[config.mk]
export PLATFORM = sky130hd
export DESIGN_NAME = id_ex_operand_stage_flat
export DESIGN_NICKNAME = d
export VERILOG_FILES = /design/src/rtl/id_ex_operand_stage_if.sv /design/src/rtl/id_ex_operand_stage.sv /design/src/flat_wrapper.sv
export SDC_FILE = /design/constraint.sdc
export NUM_CORES = 1
export LEC_CHECK = 0
export BUFFER_PORTS_ARGS = -buffer_cell sky130_fd_sc_hd__buf_2
export CAP_MARGIN = 20
export CELL_PAD_IN_SITES_DETAIL_PLACEMENT = 0
export CELL_PAD_IN_SITES_GLOBAL_PLACEMENT = 1
export CORE_AREA = 4 4 257 259
export DETAILED_ROUTE_END_ITERATION = 6
export DIE_AREA = 0 0 261 263
export GPL_TIMING_DRIVEN = 0
export PLACE_DENSITY_LB_ADDON = 0.1
export REMOVE_ABC_BUFFERS = 1
export SKIP_LAST_GASP = 1
export SYNTH_ARGS = -nofsm -noshare
export SYNTH_HDL_FRONTEND = slang
export SYNTH_SLANG_ARGS = --single-unit
[constraint.sdc]
create_clock -name clk -period 2.5 [get_ports clk]
set_input_delay 0 -clock clk [delete_from_list [all_inputs] [get_ports clk]]
set_output_delay 0 -clock clk [all_outputs]
set_load 0.03 [all_outputs]
[src/rtl/id_ex_operand_stage_if.sv]
// Bundle of every signal between the ID/EX operand stage and its surroundings:
// decode, register-file read ports, the EX/MEM forwarding source, and execute.
// "slave" is the stage's own view. "master" is the view of the environment
// that drives decode, regfile, forwarding and execute.
interface id_ex_operand_stage_if #(
  parameter int XLEN   = 64,
  parameter int CTRL_W = 16,
  parameter int CNT_W  = 32
);
  // decode side
  logic              id_valid;
  logic              id_ready;
  logic [XLEN-1:0]   id_pc;
  logic [4:0]        id_rs1;
  logic [4:0]        id_rs2;
  logic              id_uses_rs1;
  logic              id_uses_rs2;
  logic [4:0]        id_rd;
  logic [XLEN-1:0]   id_imm;
  logic [CTRL_W-1:0] id_ctrl;
  // register file read data
  logic [XLEN-1:0]   rf_rd1;
  logic [XLEN-1:0]   rf_rd2;
  // EX/MEM forwarding source
  logic              fwd_valid;
  logic [4:0]        fwd_rd;
  logic              fwd_pending;
  logic [XLEN-1:0]   fwd_data;
  // pipeline control
  logic              flush;
  // execute side
  logic              ex_valid;
  logic              ex_ready;
  logic [XLEN-1:0]   ex_pc;
  logic [XLEN-1:0]   ex_imm;
  logic [XLEN-1:0]   ex_op_a;
  logic [XLEN-1:0]   ex_op_b;
  logic [4:0]        ex_rd;
  logic [CTRL_W-1:0] ex_ctrl;
  logic [CNT_W-1:0]  stall_cnt;

  modport slave (
    input  id_valid, id_pc, id_rs1, id_rs2, id_uses_rs1, id_uses_rs2,
           id_rd, id_imm, id_ctrl, rf_rd1, rf_rd2,
           fwd_valid, fwd_rd, fwd_pending, fwd_data, flush, ex_ready,
    output id_ready, ex_valid, ex_pc, ex_imm, ex_op_a, ex_op_b,
           ex_rd, ex_ctrl, stall_cnt
  );

  modport master (
    output id_valid, id_pc, id_rs1, id_rs2, id_uses_rs1, id_uses_rs2,
           id_rd, id_imm, id_ctrl, rf_rd1, rf_rd2,
           fwd_valid, fwd_rd, fwd_pending, fwd_data, flush, ex_ready,
    input  id_ready, ex_valid, ex_pc, ex_imm, ex_op_a, ex_op_b,
           ex_rd, ex_ctrl, stall_cnt
  );
endinterface

[src/rtl/id_ex_operand_stage.sv]
// ID/EX pipeline register. The stage resolves the source operands in this
// order: x0 first, then the EX/MEM forward, then the register file. It stalls
// decode on a load-use hazard and holds a single instruction under execute
// backpressure. A new instruction can enter in the same cycle that the held
// instruction leaves.
module id_ex_operand_stage #(
  parameter int XLEN   = 64,
  parameter int CTRL_W = 16,
  parameter int CNT_W  = 32
) (
  input logic            clk,
  input logic            rst,   // asynchronous, active-low
  id_ex_operand_stage_if.slave bus
);

  typedef struct packed {
    logic [XLEN-1:0]   pc;
    logic [XLEN-1:0]   imm;
    logic [XLEN-1:0]   op_a;
    logic [XLEN-1:0]   op_b;
    logic [4:0]        rd;
    logic [CTRL_W-1:0] ctrl;
  } ex_payload_t;

  ex_payload_t      payload_d, payload_q;
  logic             valid_d, valid_q;
  logic [CNT_W-1:0] cnt_d, cnt_q;

  logic             match_1, match_2;
  logic             hazard;
  logic             id_ready;
  logic             accept;
  logic [XLEN-1:0]  op_a, op_b;

  // Hazard detection and handshake.
  // A producer is forwardable only for a nonzero destination. Writes to x0 are discarded.
  assign match_1  = (bus.id_rs1 != 5'd0) & bus.fwd_valid & (bus.fwd_rd == bus.id_rs1);
  assign match_2  = (bus.id_rs2 != 5'd0) & bus.fwd_valid & (bus.fwd_rd == bus.id_rs2);
  assign hazard   = bus.id_valid & bus.fwd_pending &
                    ((bus.id_uses_rs1 & match_1) | (bus.id_uses_rs2 & match_2));
  assign id_ready = ~bus.flush & ~hazard & (~valid_q | bus.ex_ready);
  assign accept   = bus.id_valid & id_ready;

  // Operand resolution: x0, then a completed EX/MEM result, then the regfile.
  // An operand is resolved even when its source is unused, because a stalled
  // forward simply falls through to the regfile value.
  always_comb begin
    // NOTE: every signal gets a value before any branch, so no latch is inferred.
    op_a = bus.rf_rd1;
    op_b = bus.rf_rd2;
    if (bus.id_rs1 == 5'd0)                op_a = '0;
    else if (match_1 && !bus.fwd_pending)  op_a = bus.fwd_data;
    if (bus.id_rs2 == 5'd0)                op_b = '0;
    else if (match_2 && !bus.fwd_pending)  op_b = bus.fwd_data;
  end

  // Next-state selection. Flush has the highest priority, then accept, then
  // drain. Otherwise the instruction is held.
  always_comb begin
    valid_d   = valid_q;
    payload_d = payload_q;
    cnt_d     = cnt_q;
    if (bus.flush) begin
      valid_d = 1'b0;
    end else if (accept) begin
      valid_d        = 1'b1;
      payload_d.pc   = bus.id_pc;
      payload_d.imm  = bus.id_imm;
      payload_d.op_a = op_a;
      payload_d.op_b = op_b;
      payload_d.rd   = bus.id_rd;
      payload_d.ctrl = bus.id_ctrl;
    end else if (valid_q && bus.ex_ready) begin
      valid_d = 1'b0;
    end
    // The stall counter saturates at all-ones. Flush cycles are not counted.
    if (hazard && !bus.flush && !(&cnt_q)) cnt_d = cnt_q + CNT_W'(1);
  end

  // State registers.
  always_ff @(posedge clk or negedge rst) begin
    if (!rst) begin
      // NOTE: the payload is reset as well as valid, so the ex_* outputs read as zero out of reset.
      valid_q   <= 1'b0;
      payload_q <= '0;
      cnt_q     <= '0;
    end else begin
      // NOTE: non-blocking assignments keep register updates order-independent.
      valid_q   <= valid_d;
      payload_q <= payload_d;
      cnt_q     <= cnt_d;
    end
  end

  assign bus.id_ready  = id_ready;
  assign bus.ex_valid  = valid_q;
  assign bus.ex_pc     = payload_q.pc;
  assign bus.ex_imm    = payload_q.imm;
  assign bus.ex_op_a   = payload_q.op_a;
  assign bus.ex_op_b   = payload_q.op_b;
  assign bus.ex_rd     = payload_q.rd;
  assign bus.ex_ctrl   = payload_q.ctrl;
  assign bus.stall_cnt = cnt_q;

endmodule

[src/flat_wrapper.sv]
// flat-port wrapper written by rule: the top's interface ports become plain ports
module id_ex_operand_stage_flat 
#(
  parameter int XLEN   = 64,
  parameter int CTRL_W = 16,
  parameter int CNT_W  = 32
)
  (clk, rst, bus_id_valid, bus_id_pc, bus_id_rs1, bus_id_rs2, bus_id_uses_rs1, bus_id_uses_rs2, bus_id_rd, bus_id_imm, bus_id_ctrl, bus_rf_rd1, bus_rf_rd2, bus_fwd_valid, bus_fwd_rd, bus_fwd_pending, bus_fwd_data, bus_flush, bus_ex_ready, bus_id_ready, bus_ex_valid, bus_ex_pc, bus_ex_imm, bus_ex_op_a, bus_ex_op_b, bus_ex_rd, bus_ex_ctrl, bus_stall_cnt);
  id_ex_operand_stage_if #(.XLEN(XLEN), .CTRL_W(CTRL_W), .CNT_W(CNT_W)) bus_i ();
  input logic clk;
  input logic rst;
  input wire logic [$bits(bus_i.id_valid)-1:0] bus_id_valid;
  input wire logic [$bits(bus_i.id_pc)-1:0] bus_id_pc;
  input wire logic [$bits(bus_i.id_rs1)-1:0] bus_id_rs1;
  input wire logic [$bits(bus_i.id_rs2)-1:0] bus_id_rs2;
  input wire logic [$bits(bus_i.id_uses_rs1)-1:0] bus_id_uses_rs1;
  input wire logic [$bits(bus_i.id_uses_rs2)-1:0] bus_id_uses_rs2;
  input wire logic [$bits(bus_i.id_rd)-1:0] bus_id_rd;
  input wire logic [$bits(bus_i.id_imm)-1:0] bus_id_imm;
  input wire logic [$bits(bus_i.id_ctrl)-1:0] bus_id_ctrl;
  input wire logic [$bits(bus_i.rf_rd1)-1:0] bus_rf_rd1;
  input wire logic [$bits(bus_i.rf_rd2)-1:0] bus_rf_rd2;
  input wire logic [$bits(bus_i.fwd_valid)-1:0] bus_fwd_valid;
  input wire logic [$bits(bus_i.fwd_rd)-1:0] bus_fwd_rd;
  input wire logic [$bits(bus_i.fwd_pending)-1:0] bus_fwd_pending;
  input wire logic [$bits(bus_i.fwd_data)-1:0] bus_fwd_data;
  input wire logic [$bits(bus_i.flush)-1:0] bus_flush;
  input wire logic [$bits(bus_i.ex_ready)-1:0] bus_ex_ready;
  output wire logic [$bits(bus_i.id_ready)-1:0] bus_id_ready;
  output wire logic [$bits(bus_i.ex_valid)-1:0] bus_ex_valid;
  output wire logic [$bits(bus_i.ex_pc)-1:0] bus_ex_pc;
  output wire logic [$bits(bus_i.ex_imm)-1:0] bus_ex_imm;
  output wire logic [$bits(bus_i.ex_op_a)-1:0] bus_ex_op_a;
  output wire logic [$bits(bus_i.ex_op_b)-1:0] bus_ex_op_b;
  output wire logic [$bits(bus_i.ex_rd)-1:0] bus_ex_rd;
  output wire logic [$bits(bus_i.ex_ctrl)-1:0] bus_ex_ctrl;
  output wire logic [$bits(bus_i.stall_cnt)-1:0] bus_stall_cnt;
  assign bus_i.id_valid = bus_id_valid;
  assign bus_i.id_pc = bus_id_pc;
  assign bus_i.id_rs1 = bus_id_rs1;
  assign bus_i.id_rs2 = bus_id_rs2;
  assign bus_i.id_uses_rs1 = bus_id_uses_rs1;
  assign bus_i.id_uses_rs2 = bus_id_uses_rs2;
  assign bus_i.id_rd = bus_id_rd;
  assign bus_i.id_imm = bus_id_imm;
  assign bus_i.id_ctrl = bus_id_ctrl;
  assign bus_i.rf_rd1 = bus_rf_rd1;
  assign bus_i.rf_rd2 = bus_rf_rd2;
  assign bus_i.fwd_valid = bus_fwd_valid;
  assign bus_i.fwd_rd = bus_fwd_rd;
  assign bus_i.fwd_pending = bus_fwd_pending;
  assign bus_i.fwd_data = bus_fwd_data;
  assign bus_i.flush = bus_flush;
  assign bus_i.ex_ready = bus_ex_ready;
  assign bus_id_ready = bus_i.id_ready;
  assign bus_ex_valid = bus_i.ex_valid;
  assign bus_ex_pc = bus_i.ex_pc;
  assign bus_ex_imm = bus_i.ex_imm;
  assign bus_ex_op_a = bus_i.ex_op_a;
  assign bus_ex_op_b = bus_i.ex_op_b;
  assign bus_ex_rd = bus_i.ex_rd;
  assign bus_ex_ctrl = bus_i.ex_ctrl;
  assign bus_stall_cnt = bus_i.stall_cnt;
  id_ex_operand_stage #(.XLEN(XLEN), .CTRL_W(CTRL_W), .CNT_W(CNT_W)) u_core (.clk(clk), .rst(rst), .bus(bus_i));
endmodule
**Word-level counts from Yosys, hierarchy flattened**

Cells that the tools add are included.

- Logic and storage cells: 49
- Output and inout bits: 311
- Flip-flop bits (word level): 310
- Bits of input ports: 365

- Reductions and logical operators: 15
- Add/sub/neg operators: 1
- Eq/ne operators: 2
- Mux-type cells: 7
- Bitwise logic cells: 16

Operators with widths:

| operator | count |
|---|---|
| $mux W64 | 4 |
| $add A32 B1 Y32 const B | 1 |
| $reduce_and A32 Y1 | 1 |
| $and A1 B1 Y1 | 11 |
| $eq A5 B5 Y1 | 2 |
| $logic_not A5 Y1 | 2 |
| $reduce_bool A5 Y1 | 2 |
| $logic_and A1 B1 Y1 | 5 |
| $logic_not A1 Y1 | 3 |
| $mux W1 | 3 |
| $not A1 Y1 | 3 |
| $reduce_bool A3 Y1 | 1 |
| $or A1 B1 Y1 | 2 |
| $reduce_and A2 Y1 | 1 |

**Depth between registers and ports, before layout**

Gate-level depths: netlist (run 1).

- Word-level depth: 12
- Mapped depth: 10
- Mapped depth without buffers: 7

**Worst setup path before layout (run 1)**

OpenSTA, ideal clock, no wires.

- Kind: register to register
- From: reg u_core.cnt_q[10], in the netlist u_core.bus.stall_cnt[10]
- To: reg u_core.cnt_q[21], in the netlist u_core.bus.stall_cnt[21]
- Path slack: 453 ps
- Setup time: 135 ps
- Stages on the path, launching flop included: 8
- Buffers on the path: 1
- Clock period less this slack: 2047 ps
- Data arrival time: 1912 ps
- Data required time: 2365 ps
- Cells stage by stage: dfrtp_1 -> and4_1 -> and4_1 -> and3_1 -> nand2_1 -> clkbuf_1 -> nand4_1 -> xnor2_1

- Word-level cells in the longest chain between the ends: 3
- Elaborated cells on any way between the ends: 4
- Classes of those cells: 1 x add/sub; 3 x reduce/logical

Ends and longest elaborated chain:

| element | line | text |
|---|---|---|
| start: declaration | id_ex_operand_stage.sv:27 | `logic [CNT_W-1:0] cnt_d, cnt_q;` |
| start signal: assignment | id_ex_operand_stage.sv:91 | `cnt_q <= cnt_d;` |
| parallel branches: the longest is 3 deep, another holds $add A32 B1 Y32 | -- |  |

Several ways; the timed one is not identified.
A chain may end at the register's enable or synchronous reset.

**Final worst setup path (run 1)**

- From: in bus_id_rs1[0]
- To: reg u_core.payload_q (netlist bit u_core.bus.ex_op_a[54])

- Word-level cells in the longest chain between the ends: 11
- Elaborated cells on any way between the ends: 16
- Classes of those cells: 1 x eq/ne; 2 x mux; 9 x bitwise; 4 x reduce/logical

Ends and longest elaborated chain:

| element | line | text |
|---|---|---|
| start: declaration | flat_wrapper.sv:14 | `input wire logic [$bits(bus_i.id_rs1)-1:0] bus_id_rs1;` |
| $reduce_bool A5 Y1 | id_ex_operand_stage.sv:37 | `assign match_1 = (bus.id_rs1 != 5'd0) & bus.fwd_valid & (bus.fwd_rd == bus.id_rs1);` |
| $and A1 B1 Y1 (2 in series) | id_ex_operand_stage.sv:37 |  |
| $and A1 B1 Y1 | id_ex_operand_stage.sv:40 | `((bus.id_uses_rs1 & match_1) \| (bus.id_uses_rs2 & match_2));` |
| $or A1 B1 Y1 | id_ex_operand_stage.sv:40 |  |
| $and A1 B1 Y1 | id_ex_operand_stage.sv:39 | `assign hazard = bus.id_valid & bus.fwd_pending &` |
| $not A1 Y1 | id_ex_operand_stage.sv:41 | `assign id_ready = ~bus.flush & ~hazard & (~valid_q \| bus.ex_ready);` |
| $and A1 B1 Y1 (2 in series) | id_ex_operand_stage.sv:41 |  |
| $and A1 B1 Y1 | id_ex_operand_stage.sv:42 | `assign accept = bus.id_valid & id_ready;` |
| $reduce_and A2 Y1 (no source line) | -- |  |
| end signal: assignment | id_ex_operand_stage.sv:90 | `payload_q <= payload_d;` |
| end: declaration | id_ex_operand_stage.sv:25 | `ex_payload_t payload_d, payload_q;` |

Several ways; a longest one is shown, not always the timed one.

==> out/results.ini, run 1 <==
[power]
ir_worst_vdd_mv=0.535
static-leakage-power_nw=12.0
powerDensity_nw_per_um2=706

[global_routing]
grt_pass1_wl_um=88800
grt_usage_pct=16.8
grt-ovfl-total=0
antenna_found_initial=10
grt_pass1_vias=14100
grt_max_degree=104

[clock_network]
clock-sinks=310
worst_setup_hold_path_clk_slew_ns=0.06
h-tree-depth=2
clk_latency_ns=0.55
cts.path.max_buffers=3
cts_tree=done
cts_root_buf=clkbuf_16
cts_buffers=42

[drt]
routed-via-count=12700
ant_nets=0
wirelength_um=59500
viasPerCell=4.18
dr.pass1.iters=4
drt_iter0_markers=494
drc=0
wire_per_inst_um=19.6

[floorplanning]
num_rows=93
die_w_um=261
die_area_um2=68600
initial_utilization_pct=21.6
core_area_um2=63900
die_h_um=263
pin_count=676

[critical_path]
startpoint_type=input pin
r2r_cells=9
crit_start=bus_id_rs1[0]
crit_fanout=34
crit_end=u_core.bus.ex_op_a[54]$_DFFE_PN0P_
reg2reg_from=u_core.bus.ex_valid$_DFFE_PN0P_
cp-end-kind=register
critical_path_class=in -> reg
critical_path_required_ns=2.94
r2r_slack_ns=0.11
r2r_end=u_core.bus.ex_op_a[54]$_DFFE_PN0P_
critPathArrivalTime_ns=2.87

[timing]
drv_slew=0
finalHoldViolCount=0
max_clock_freq_ghz=0.412
finalSetupViolations=0
setup_tns_ns=0
worst_pin_slew_ns=0.870
rsz0062_at_grt=yes
slew-limit-headroom_pct=41.9
final_min_period_over_clock_period_pct=97.0
fin_skew_ns=0.0124
post-route-min-period_ns=2.43

[synth]
synthArstFlopShare_pct=100
synth_area_per_cell_um2=12.9
syn_area_um2=13800
syn_inst=1070
ys_seq_area_share_pct=56.1
synth_edf_count=0
synth-seq-cells=310
synthFlopType=dfrtp_1
ys_types=28
ys_warn_count=0

[layout]
fin_area_um2=24100
drive_gt1_share_pct=42.8
final_net_count=2519
syn_to_final_growth_pct=74.6
fin_cells=3042

[placement]
routabilityCongestion=0.800
port_buffers=675
dp_hpwl_um=43100
post_dp_cell_area_um2=18400
dp_cells=2545

[hold_path]
hp-class=in -> reg

[status]
status=finished clean

[run]
cap_viol_max_count=0

==> cells in the mapped netlist (all sizes together) (5+ instances only) <==
| library cell | number | share of area [%] |
|---|---|---|
| and3 | 12 | 0.54 |
| and4 | 5 | 0.32 |
| buf | 45 | 2.1 |
| clkbuf | 33 | 0.90 |
| dfrtp | 310 | 56 |
| mux2 | 150 | 14 |
| mux2i | 128 | 9.3 |
| nand2 | 148 | 4.0 |
| nand3 | 19 | 0.69 |
| nand4 | 12 | 0.54 |
| nor2 | 12 | 0.33 |
| nor3 | 8 | 0.29 |
| o31ai | 128 | 7.0 |
| xnor2 | 32 | 2.0 |
| xor2 | 9 | 0.57 |
==> metal layers <==
layer	vias up	global-route usage, %	part of all wire, %
met2	393	30.1	51
met3	96	4.75	7.3
met1	6207	19.1	38
li1	6007	-	-
met4	6	5.50	3.1
met5	-	0	0.067
==> layout make-up <==
class                      count  area [µm²]
clock inverter                 7        46.3
antenna                        7        17.5
sequential                   310        7760
fill                        6491       39800
multi-input combinational    680        5720
clock buffer                  64        1310
inverter                       2        7.51
timing repair buffer        1117        8200
tap                          855        1070
==> state kept, by name, summed over array words and instances (netlist names) <==
| name | cells |
|---|---|
| u_core.bus.ex_op_b | 64 |
| u_core.bus.ex_valid | 1 |
| u_core.bus.ex_op_a | 64 |
| u_core.bus.ex_ctrl | 16 |
| u_core.bus.ex_imm | 64 |
| u_core.bus.stall_cnt | 32 |
| u_core.bus.ex_pc | 64 |
| u_core.bus.ex_rd | 5 |
==> kinds of logic after synthesis <==
group | Yosys count | synth area share, %
compound gates | 132 | 7.12
xor+xnor | 41 | 2.60
fa+ha+maj | 1 | 0.0905
buf+inv | 80 | 3.03
flops | 310 | 56.1
mux | 278 | 23.6
simple gates | 228 | 7.38
==> power by group <==
part / switching [W] / leakage (nW) / internal, W
Sequential: 0.000380 / 3.80 / 0.00579
Clock: 0.00234 / 0.665 / 0.00358
Combinational: 0.00296 / 7.49 / 0.00199
Total: 0.00568 / 12.0 / 0.0114
==> cells in the final DEF (no fill, tap or decap), types with 18 or more instances in the layout <==
cell type | Yosys | final
buf_2 | 35 | 674
clkbuf_16 | 0 | 45
dfrtp_1 | 310 | 310
dlygate4sd3_1 | 0 | 410
mux2_2 | 71 | 71
mux2_4 | 79 | 79
mux2i_1 | 128 | 128
nand2_1 | 148 | 147
nand3_1 | 19 | 18
o31ai_1 | 128 | 124
xnor2_1 | 32 | 32
==> critical path: stages <==
cell and delay (ns):
buf_2 0.11, or4_1 0.59, nor2_4 0.18, buf_12 0.19
nand4b_1 0.24, nand3_4 0.13, buf_16 0.21, buf_16 0.19
buf_16 0.19, buf_16 0.18, bufbuf_16 0.34, o31ai_1 0.26
==> through the flow <==
| stage | hold WS (ns) | utilization, % | total power, W | setup WS (ns) |
|---|---|---|---|---|
| finish | 0.0371 | 37.8 | 0.0170 | 0.0746 |
| global route | 0.0244 | 37.8 | 0.0179 | -0.0278 |
| CTS | 0.0000103 | 37.7 | 0.0174 | 0.0435 |
| detailed placement | -0.184 | 28.8 | 0.0107 | -1.34 |
| global placement | 0.229 | 27.9 | 0.0111 | -21.29 |
| floorplan | -0.296 | - | 0.00921 | -12.23 |
==> worst min path at each step <==
stage	slack (ns)	from	to	cells past startpoint
4_1_cts	0.00001	bus_id_rs2[1]	u_core.bus.ex_op_b[46]$_DFFE_PN0P_	4
5_1_grt	0.02	bus_id_rs2[1]	u_core.bus.ex_op_b[13]$_DFFE_PN0P_	4
3_3_place_gp	0.23	bus_flush	u_core.bus.ex_valid$_DFFE_PN0P_	2
2_1_floorplan	-0.30	rst	u_core.bus.ex_ctrl[0]$_DFFE_PN0P_	0
3_5_place_dp	-0.18	rst	u_core.bus.ex_imm[25]$_DFFE_PN0P_	1
6_report	0.04	bus_id_rs2[1]	u_core.bus.ex_op_b[46]$_DFFE_PN0P_	4
==> repair_timing <==
| action | CTS | global route |
|---|---|---|
| cloned | 5 | 0 |
| buffers inserted | 3 | 1 |
| setup endpoints to repair | 187 | 46 |
| resized for setup | 3 | 6 |
| hold endpoints to repair | 387 | 0 |
| pin swaps | 3 | 0 |
| hold buffers | 410 | 0 |
Note: power is estimated with default switching activity, not from simulation.
==> run 2, diff against run 1 <==
==> constraint.sdc (replaced) <==
create_clock -name clk -period 2.7 [get_ports clk]
set_input_delay 0 -clock clk [delete_from_list [all_inputs] [get_ports clk]]
set_output_delay 0 -clock clk [all_outputs]
set_load 0.03 [all_outputs]
==> out/results.ini, run 2 (synthesized netlist as in run 1, its figures left out) <==
[status]
status=finished clean

[global_routing]
grt_usage_pct=16.7
grt_max_degree=104
grt_util_met3_pct=4.75
met2_usage_pct=29.9
grt-ovfl-total=0
grtUsageMet1_pct=19.0
grt_pass1_wl_um=88500
grt_pass1_vias=14000
antenna_found_initial=10
grt_most_used_layer=met2

[layout]
drive_gt1_share_pct=42.5
final_common_cell=buf_2
final_cell_mix=buf_2, dlygate4sd3_1, dfrtp_1
syn_to_final_growth_pct=74.1
postLayoutCoreUtil_pct=37.7
final_net_count=2517
seqCellArea_um2=7760
multiInputGateArea_um2=5690
fillers=6502

[drt]
drc=0
wire_per_inst_um=19.5
drt_iter0_markers=487
ant_nets=0
dr.pass1.iters=4
routed-via-count=12700
viasPerCell=4.17
wirelength_um=59300

[clock_network]
cts.path.max_buffers=3
cts_root_buf=clkbuf_16
h-tree-depth=2
cts_buffers=42
clock-sinks=310
cts_tree=done
worst_setup_hold_path_clk_slew_ns=0.06
clk_latency_ns=0.55

[floorplanning]
core_area_um2=63900
num_rows=93
die_h_um=263
initial_utilization_pct=21.6
pin_count=676
die_area_um2=68600
die_w_um=261

[timing]
final_min_period_over_clock_period_pct=93.7
slew-limit-headroom_pct=42.0
post-route-min-period_ns=2.53
setup_tns_ns=0
rsz0062_at_grt=no
finalHoldViolCount=0
finalSetupViolations=0
max_clock_freq_ghz=0.395
worst_pin_slew_ns=0.868
fin_skew_ns=0.0124
drv_slew=0

[placement]
dp_hpwl_um=43100
port_buffers=675
routabilityCongestion=0.800

[critical_path]
critPathArrivalTime_ns=2.97
crit_fanout=53
critical_path_class=in -> reg
cp-end-kind=register
startpoint_type=input pin
critical_path_required_ns=3.14

[power]
static-leakage-power_nw=11.9
powerDensity_nw_per_um2=655
ir_worst_vdd_mv=0.495

[hold_path]
hp-class=in -> reg

[run]
cap_viol_max_count=0

## run 2: cell types whose count changed in the layout (fill, tap and decap cells not counted), sizes merged
cell | previous run | this run
buf | 702 | 701
bufbuf | 5 | 4
## run 2: metal layers
| layer | wire [µm] | vias up | part of all wire, % |
|---|---|---|---|
| li1 | - | 6000 | - |
| met1 | 22900 | 6176 | 39 |
| met2 | 30200 | 393 | 51 |
| met3 | 4320 | 96 | 7.3 |
| met4 | 1850 | 6 | 3.1 |
| met5 | 40 | - | 0.067 |
## run 2: power by group
part / total, W / switching (W) / internal (W)
registers: 0.00571 / 0.000351 / 0.00536
logic: 0.00456 / 0.00273 / 0.00183
clock network: 0.00549 / 0.00217 / 0.00332
total: 0.0158 / 0.00525 / 0.0105
## run 2: critical path: stages
cell and delay [ns]:
buf_2 0.11, or4_1 0.59, nor2_4 0.18, buf_12 0.19, nand4b_1 0.29, nand3_4 0.13
buf_16 0.21, buf_16 0.19, buf_16 0.19, buf_16 0.21, bufbuf_16 0.35, o31ai_1 0.27
## run 2: stage by stage
stage	cells	hold WS, ns	instance area (µm²)	worst slack (ns)	total power (W)
2_1_floorplan	992	-0.296	13400	-12.03	0.00853
3_3_place_gp	2522	0.229	17900	-21.09	0.0103
6_report	3040	0.0405	24100	0.170	0.0158
5_1_grt	3039	0.0244	24100	0.0447	0.0166
4_1_cts	3033	0.0000103	24000	0.128	0.0161
3_5_place_dp	2545	-0.184	18400	-1.14	0.00987
## run 2: area by class of cell
type	count	area share, %
inverters	2	0.0312
multi-input cells	680	23.7
clock inverters	7	0.192
diodes	7	0.0728
clock buffers	64	5.43
repair buffers	1115	33.9
flip-flops and latches	310	32.2
well taps	855	4.45
## run 2: path summary, 6_finish.rpt
kind                                               startpoint                            endpoint  slack, ns  cells past startpoint
setup reg to reg              u_core.bus.ex_valid$_DFFE_PN0P_   u_core.bus.ex_imm[22]$_DFFE_PN0P_       0.23                      9
setup / recovery                                bus_id_rs1[0]  u_core.bus.ex_op_a[54]$_DFFE_PN0P_       0.17                     12
hold / removal                                  bus_id_rs2[1]  u_core.bus.ex_op_b[46]$_DFFE_PN0P_       0.04                      4
max in group asynchronous                                 rst    u_core.bus.ex_pc[63]$_DFFE_PN0P_       1.60                      4
min in group asynchronous                                 rst    u_core.bus.ex_pc[60]$_DFFE_PN0P_       0.10                      3
hold reg to reg            u_core.bus.ex_op_a[59]$_DFFE_PN0P_  u_core.bus.ex_op_a[59]$_DFFE_PN0P_       0.47                      2
## run 2: what timing repair did
item                                    CTS  global route
buffers inserted                          3             0
hold buffers                            410             0
gates cloned                              4             0
pin swaps                                 3             0
endpoints found under the setup margin  105             1
hold endpoints to repair                387             0
gates resized for setup                   2             1
